File: src/rtl/core_pkg.sv
// core_pkg: shared fetch constants and state type for core_v1
package core_pkg;
    localparam logic [31:0] NOP_INSTR = 32'h0000_0013;
    localparam int IMEM_BYTES_DEFAULT = 256;
    typedef enum logic [1:0] {BOOT, RUN, FAULT} fetch_state_e;
endpackage

File: src/rtl/fetch_next_pc.sv
// fetch_next_pc: next-pc, fetch legality and next fetch state
module fetch_next_pc
    import core_pkg::*;
#(
    parameter int IMEM_BYTES = IMEM_BYTES_DEFAULT
) (
    input  logic [31:0]  pc_i,
    input  logic         redirect_valid_i,
    input  logic [31:0]  redirect_pc_i,
    input  logic         stall_i,
    input  fetch_state_e state_i,
    output logic [31:0]  next_pc_o,
    output logic [31:0]  target_o,
    output logic         legal_o,
    output fetch_state_e next_state_o
);
    localparam logic [31:0] LAST_PC = 32'(IMEM_BYTES - 4);
    logic run;
    logic take;
    // candidate address is the redirect target or the sequential pc, checked over all 32 bits
    always_comb begin
        run          = state_i == RUN;
        target_o     = (run && redirect_valid_i) ? redirect_pc_i : pc_i + 32'd4;
        legal_o      = target_o[1:0] == 2'b00 && target_o <= LAST_PC;
        take         = run && (redirect_valid_i || !stall_i);
        next_pc_o    = (take && legal_o) ? target_o : pc_i;
        next_state_o = (state_i == BOOT) ? RUN : (take && !legal_o) ? FAULT : state_i;
    end
endmodule

File: src/rtl/instr_fetch.sv
// instr_fetch: program counter, IF/ID register and sticky fetch fault
module instr_fetch
    import core_pkg::*;
#(
    parameter logic [31:0] RESET_PC   = 32'h0000_0000,
    parameter int          IMEM_BYTES = IMEM_BYTES_DEFAULT
) (
    input  logic        clk,
    input  logic        rst,
    output logic [31:0] imem_addr,
    input  logic [31:0] imem_instr,
    input  logic        redirect_valid,
    input  logic [31:0] redirect_pc,
    input  logic        stall,
    output logic        id_valid,
    output logic [31:0] id_pc,
    output logic [31:0] id_instr,
    output logic        fault,
    output logic [31:0] fault_pc
);
    fetch_state_e state_q, state_d;
    logic [31:0]  pc_q, pc_d, target;
    logic         legal;
    logic         id_valid_q, fault_q;
    logic [31:0]  id_pc_q, id_instr_q, fault_pc_q;

    fetch_next_pc #(.IMEM_BYTES(IMEM_BYTES)) u_next (
        .pc_i             (pc_q),
        .redirect_valid_i (redirect_valid),
        .redirect_pc_i    (redirect_pc),
        .stall_i          (stall),
        .state_i          (state_q),
        .next_pc_o        (pc_d),
        .target_o         (target),
        .legal_o          (legal),
        .next_state_o     (state_d)
    );

    // fetch FSM: redirect flushes, stall holds, otherwise deliver and advance; FAULT only drains
    always_ff @(posedge clk) begin
        if (rst) begin
            state_q    <= BOOT;
            pc_q       <= RESET_PC;
            id_valid_q <= 1'b0;
            id_pc_q    <= '0;
            id_instr_q <= NOP_INSTR;
            fault_q    <= 1'b0;
            fault_pc_q <= '0;
        end else begin
            state_q <= state_d;
            pc_q    <= pc_d;
            if (state_q == RUN) begin
                if (redirect_valid) begin
                    id_valid_q <= 1'b0;
                end else if (!stall) begin
                    id_valid_q <= 1'b1;
                    id_pc_q    <= pc_q;
                    id_instr_q <= imem_instr;
                end
                if ((redirect_valid || !stall) && !legal) begin
                    fault_q    <= 1'b1;
                    fault_pc_q <= target;
                end
            end else if (state_q == FAULT && !stall) begin
                id_valid_q <= 1'b0;
            end
        end
    end

    assign imem_addr = pc_q;
    assign id_valid  = id_valid_q;
    assign id_pc     = id_pc_q;
    assign id_instr  = id_instr_q;
    assign fault     = fault_q;
    assign fault_pc  = fault_pc_q;
endmodule

File: config.mk
export PLATFORM = sky130hd
export DESIGN_NAME = instr_fetch
export DESIGN_NICKNAME = d
export VERILOG_FILES = /design/src/rtl/core_pkg.sv /design/src/rtl/fetch_next_pc.sv /design/src/rtl/instr_fetch.sv
export SDC_FILE = /design/constraint.sdc
export NUM_CORES = 1
export LEC_CHECK = 0
export ABC_AREA = 1
export BUFFER_PORTS_ARGS = -buffer_cell sky130_fd_sc_hd__buf_2
export CAP_MARGIN = 40
export CORE_MARGIN = 5
export CORE_UTILIZATION = 51
export DETAILED_ROUTE_END_ITERATION = 8
export PLACE_DENSITY = 0.81
export SYNTH_ARGS = -nofsm -noshare
export SYNTH_HDL_FRONTEND = slang
export SYNTH_SLANG_ARGS = --single-unit
export TNS_END_PERCENT = 5
File: constraint.sdc
create_clock -name clk -period 3.1 [get_ports clk]
set_input_delay 0.31 -clock clk [delete_from_list [all_inputs] [get_ports clk]]
set_output_delay 0.31 -clock clk [all_outputs]
set_load 0.05 [all_outputs]
# [Word level (Yosys, flattened, before mapping)]
# Cells that the tools add are included.
[word_totals] reg_bits=132 input_bits=68 output_inout_bits=130 wordCells=40
[op_classes] addsub=1 magnitude_cmp=1 n_eq_ne=3 mux=7 bitwise=2 n_reduce_logical=18
[ops] op="$add 32x3->32 const B" n=1
[ops] op="$le 32x8->1 const B" n=1
[ops] op="$mux 32" n=1
[ops] op="$logic_and 1x1->1" n=7
[ops] op="$mux 1" n=6
[ops] op="$logic_not 2->1" n=2
[ops] op="$reduce_and 2->1" n=2
[ops] op="$reduce_bool 2->1" n=2
[ops] op="$ne 3x3->1 const B" n=1
[ops] op="$reduce_and 3->1" n=1
[ops] op="$eq 2x1->1 const B" n=1
[ops] op="$eq 2x2->1 const B" n=1
[ops] op="$logic_not 1->1" n=2
[ops] op="$not 1->1" n=2
[ops] op="$reduce_or 2->1" n=1
[ops] op="$logic_or 1x1->1" n=1

# [Depth between registers and ports, before layout]
[logic_depth] word_depth=9 depth_mapped=18

# [Modules after synthesis]
# Synthesis repeated with hierarchy kept, for this count alone.
[unflattened] hier_cells=1058 hier_area_um2=6690.2
[modules_own_cells] module="instr_fetch" n_inst=1 cells_per_inst=608 area_each_um2=4683.2
[modules_own_cells] module="fetch_next_pc" n_inst=1 cells_per_inst=450 area_each_um2=2006.9

# [Least setup slack after synthesis]
# OpenSTA, ideal clock, no wires.
[synth_path] kind="register to register" startpoint="register pc_q[3], in the netlist imem_addr[3]" endpoint="register fault_pc_q[10], in the netlist fault_pc[10]" setup_ns=0.117 arrival_ns=2.606 t_required_ns=2.983 path_slack_ns=0.378 path_stages_with_launch=17 n_path_buf=2 period_less_slack_ns=2.722 path_cell_list="dfxtp_1 > ha_1 > nand2_1 > nor2_2 > nand3_1 > nor2_2 > nand2_1 > nand2_1 > nand3_1 > nand2_1 > nand3_1 > nor2_2 > nand3_2 > buf_6 > buf_2 > a21oi_1 > nor2_1"
[synth_via] elab_chain_len=7
[synth_lines] element="start: declaration" line_no="instr_fetch.sv:22" rtl="logic [31:0] pc_q, pc_d, target;"
[synth_lines] element="start signal: assignment" line_no="instr_fetch.sv:51" rtl="pc_q <= pc_d;"
[synth_lines] element="$add 32x3->32 (*)" line_no="fetch_next_pc.sv:23" rtl="target_o = (run && redirect_valid_i) ? redirect_pc_i : pc_i + 32'd4;"
[synth_lines] element="$mux 32 (*)" line_no="fetch_next_pc.sv:23"
[synth_lines] element="$le 32x8->1" line_no="fetch_next_pc.sv:24" rtl="legal_o = target_o[1:0] == 2'b00 && target_o <= LAST_PC;"
[synth_lines] element="$logic_and 1x1->1" line_no="fetch_next_pc.sv:24"
[synth_lines] element="$logic_not 1->1" line_no="instr_fetch.sv:60" rtl="if ((redirect_valid || !stall) && !legal) begin"
[synth_lines] element="$logic_and 1x1->1" line_no="instr_fetch.sv:60"
[synth_lines] element="$reduce_and 2->1 (no line)"
[synth_lines] element="end signal: assignment" line_no="instr_fetch.sv:62" rtl="fault_pc_q <= target;"
[synth_lines] element="end: declaration" line_no="instr_fetch.sv:25" rtl="logic [31:0] id_pc_q, id_instr_q, fault_pc_q;"
# Mark *: on every way between the ends. The rest lies on a longest branch, timed or not.
# A chain may end at the register's enable or synchronous reset.

# [Worst setup path after layout]
[layout_path] startpoint="register pc_q[2], in the netlist imem_addr[2]" endpoint="register fault_pc_q[26], in the netlist fault_pc[26]"
# Same word-level chain as after synthesis.

==> results.json <==
{
  "finClkSkew_ns": 0.00459,
  "core_area_um2": 11500,
  "synth_cells": 895,
  "drt-wirelength-per-cell_um": 15.0,
  "cap_viol_max_count": 0,
  "cp.arrival_ns": 3.13,
  "cts_made_buffers": 17,
  "period_needed_ns": 2.77,
  "clk_latency_ns": 0.42,
  "max_slew_margin": 0.474,
  "die_h_um": 118,
  "p_per_area_nw_per_um2": 733,
  "yosys_warnings": 0,
  "htree_levels": 4,
  "crit_path_cell_trace": "ha_1, nand2_1, nor2_2, nand3_1, nor2_2, nand2_1, nand2_1, nand3_1, nand2_1, nand3_1, nor2_2, nand3_2, buf_4, nand3_1, nand2_1, nor2_1",
  "cp-end-kind": "flip-flop",
  "p_leak_nw": 3.84,
  "synth_nets": 964,
  "slew_violations": 0,
  "grt-ovfl-total": 0,
  "clock_sinks": 132,
  "n_antenna_cell": 0,
  "worst_ep_required_time_ns": 3.46,
  "rsz0062_at_grt": "no",
  "port_buffers": 197,
  "start_util": 0.522,
  "setup_slack_ns": 0.329,
  "grt_pass1_vias": 6069,
  "fin_crit_sh": 0.894,
  "antenna_found_initial": 0,
  "min-delay-start": "imem_instr[1]",
  "ys_types": 24,
  "fin_nets": 1140,
  "cts.path.max_buffers": 2,
  "postRouteAntennaNets": 0,
  "route.detailed.drc": 0,
  "areaGrowthSynthToFinish_pct": 28.6,
  "startpoint": "imem_addr[2]",
  "drive_above_1_share": 0.246,
  "post_cts_buffers": 0,
  "hold_path_class": "primary input to flip-flop",
  "grt_usage": 0.265,
  "drt-initial-drc-count": 536,
  "setup_viol": 0,
  "seq_area_frac_synth": 0.442,
  "fmax_mhz": 361,
  "hold_viol_final": 0,
  "cp_max_fo": 46,
  "tightestPinTransition_ns": 0.788,
  "netlist_top_cells_area": "dfxtp_1 44%, nand2_1 13%, nor2_1 10%",
  "crit_slowest_cell": "dfxtp_1",
  "yosysTopAreaCell": "dfxtp_1",
  "synth_area_per_cell_um2": 6.69,
  "r2r_start": "imem_addr[2]",
  "ys_ff_latch": 132,
  "gp_congestion": 0.966,
  "vias": 6315,
  "post_cts_resized": 0,
  "root_buffer": "clkbuf_16",
  "worstSetupPathType": "flip-flop to flip-flop",
  "io_pins": 198,
  "synth_top_area_frac": 0.442,
  "place_ws_ns": 0.391,
  "status": "finished, final reports clean",
  "crit_path_start_kind": "flip-flop",
  "dr.pass1.iters": 5,
  "cpMostUsedCell": "nand2_1",
  "max_stage_delay_ns": 0.41,
  "irDropWorstVdd_mv": 0.662,
  "grt_pass1_wl_mm": 30.5,
  "rows": 39,
  "cts.reportedPaths.clkPinSlew_ns": 0.05,
  "synth_area_um2": 5980,
  "totalWireLength_mm": 18.4,
  "hold_buffers": 0,
  "fp.dieArea_um2": 14000,
  "die_w_um": 118,
  "avgViaCountPerCell": 5.15,
  "fillers": 1019,
  "grt_max_degree": 97,
  "cts_tree": "yes",
  "hpwlAfterDp_mm": 13.6,
  "fin_tns_setup_ns": 0
}
==> kinds of logic (layout without fill, tap and decap cells) <==
kind of cell / count (synthesis) / in the layout / share of synthesized area
xor gates and xnor gates: 2 / 2 / 0.00293
adders and majority gates: 1 / 1 / 0.00209
DFF: 132 / 132 / 0.442
and+or+nand+nor: 500 / 500 / 0.354
buffers and inverters: 120 / 308 / 0.0826
AOI/OAI and AO/OA: 140 / 140 / 0.117
==> layer usage <==
layer / up-vias / routed length (µm) / GRT usage / part of all wire
li1: 3211 / - / - / -
met1: 2774 / 7780 / 0.332 / 0.42
met2: 278 / 8200 / 0.419 / 0.45
met3: 52 / 1820 / 0.0917 / 0.099
met4: 0 / 580 / 0.108 / 0.032
met5: - / 0 / 0 / 0
==> registers in the layout, summed over array words and instances, names as in the netlist <==
signal,flops
id_instr,32
state_q,2
imem_addr,32
id_valid,1
id_pc,32
fault,1
fault_pc,32
==> synth_stat cells <==
cell type  number
a21oi_1        63
buf_1           5
buf_2          10
buf_6           4
clkbuf_1       29
clkbuf_2        1
dfxtp_1       132
ha_1            1
inv_1          69
inv_2           2
nand2_1       206
nand2_2         1
nand3_1        70
nand3_2         2
nand3b_1        4
nand4_1         7
nor2_1        161
nor2_2          6
nor2_4          3
nor3_1         26
o21ai_0        73
o21ai_1         4
or2_2          14
xor2_1          2
==> critical path, delay by kind of cell (launching register included) <==
kind / cells / cell delay (ns)
adder cells (fa/ha/maj): 1 / 0.29
flip-flops: 1 / 0.41
AND/OR/NAND/NOR: 14 / 1.71
buffers and inverters: 1 / 0.28
==> area by class of cell <==
| cell class | count | area, µm² | area share |
|---|---|---|---|
| inverter | 71 | 267 | 0.0346 |
| multi-input combinational | 643 | 2860 | 0.371 |
| tap | 143 | 179 | 0.0232 |
| sequential | 132 | 2640 | 0.343 |
| timing repair buffer | 206 | 1090 | 0.141 |
| clock inverter | 8 | 170 | 0.0221 |
| clock buffer | 23 | 498 | 0.0647 |
==> per-stage QoR <==
stage | area, µm² | cells | total power [mW] | utilization | hold WS, ns
after floorplan | 5980 | 895 | 3.09 | - | 0.437
after global placement | 7010 | 1194 | 3.41 | 0.612 | 0.434
after detailed placement | 7030 | 1195 | 3.43 | 0.613 | 0.442
after CTS | 7700 | 1226 | 5.68 | 0.671 | 0.0839
after global routing | 7700 | 1226 | 5.90 | 0.671 | 0.0957
final | 7700 | 1226 | 5.64 | 0.671 | 0.0988
==> power breakdown <==
group	internal, mW	switching (mW)	leakage (nW)
Sequential	1.86	0.0814	1.07
Clock	1.53	0.724	0.321
Combinational	0.367	1.08	2.45
==> path summary, 6_finish.rpt <==
kind | endpoint | slack, ns | depth (start not counted)
setup / recovery | fault_pc[26] | 0.33 | 16
hold / removal | id_instr[1] | 0.1 | 3
setup reg to reg | fault_pc[26] | 0.33 | 16
hold reg to reg | id_instr[1] | 0.45 | 2
==> layout by cell type, fill, tap and decap left out, types with 7 or more instances in the layout <==
cell       count
o21ai_0       73
buf_2        197
a21oi_1       63
inv_1         68
nand4_1        7
nor2_1       160
or2_2         14
clkbuf_16     17
nand2_1      206
nor3_1        26
dfxtp_1      132
nand3_1       70
No activity file was read; power rests on OpenSTA's default activity.
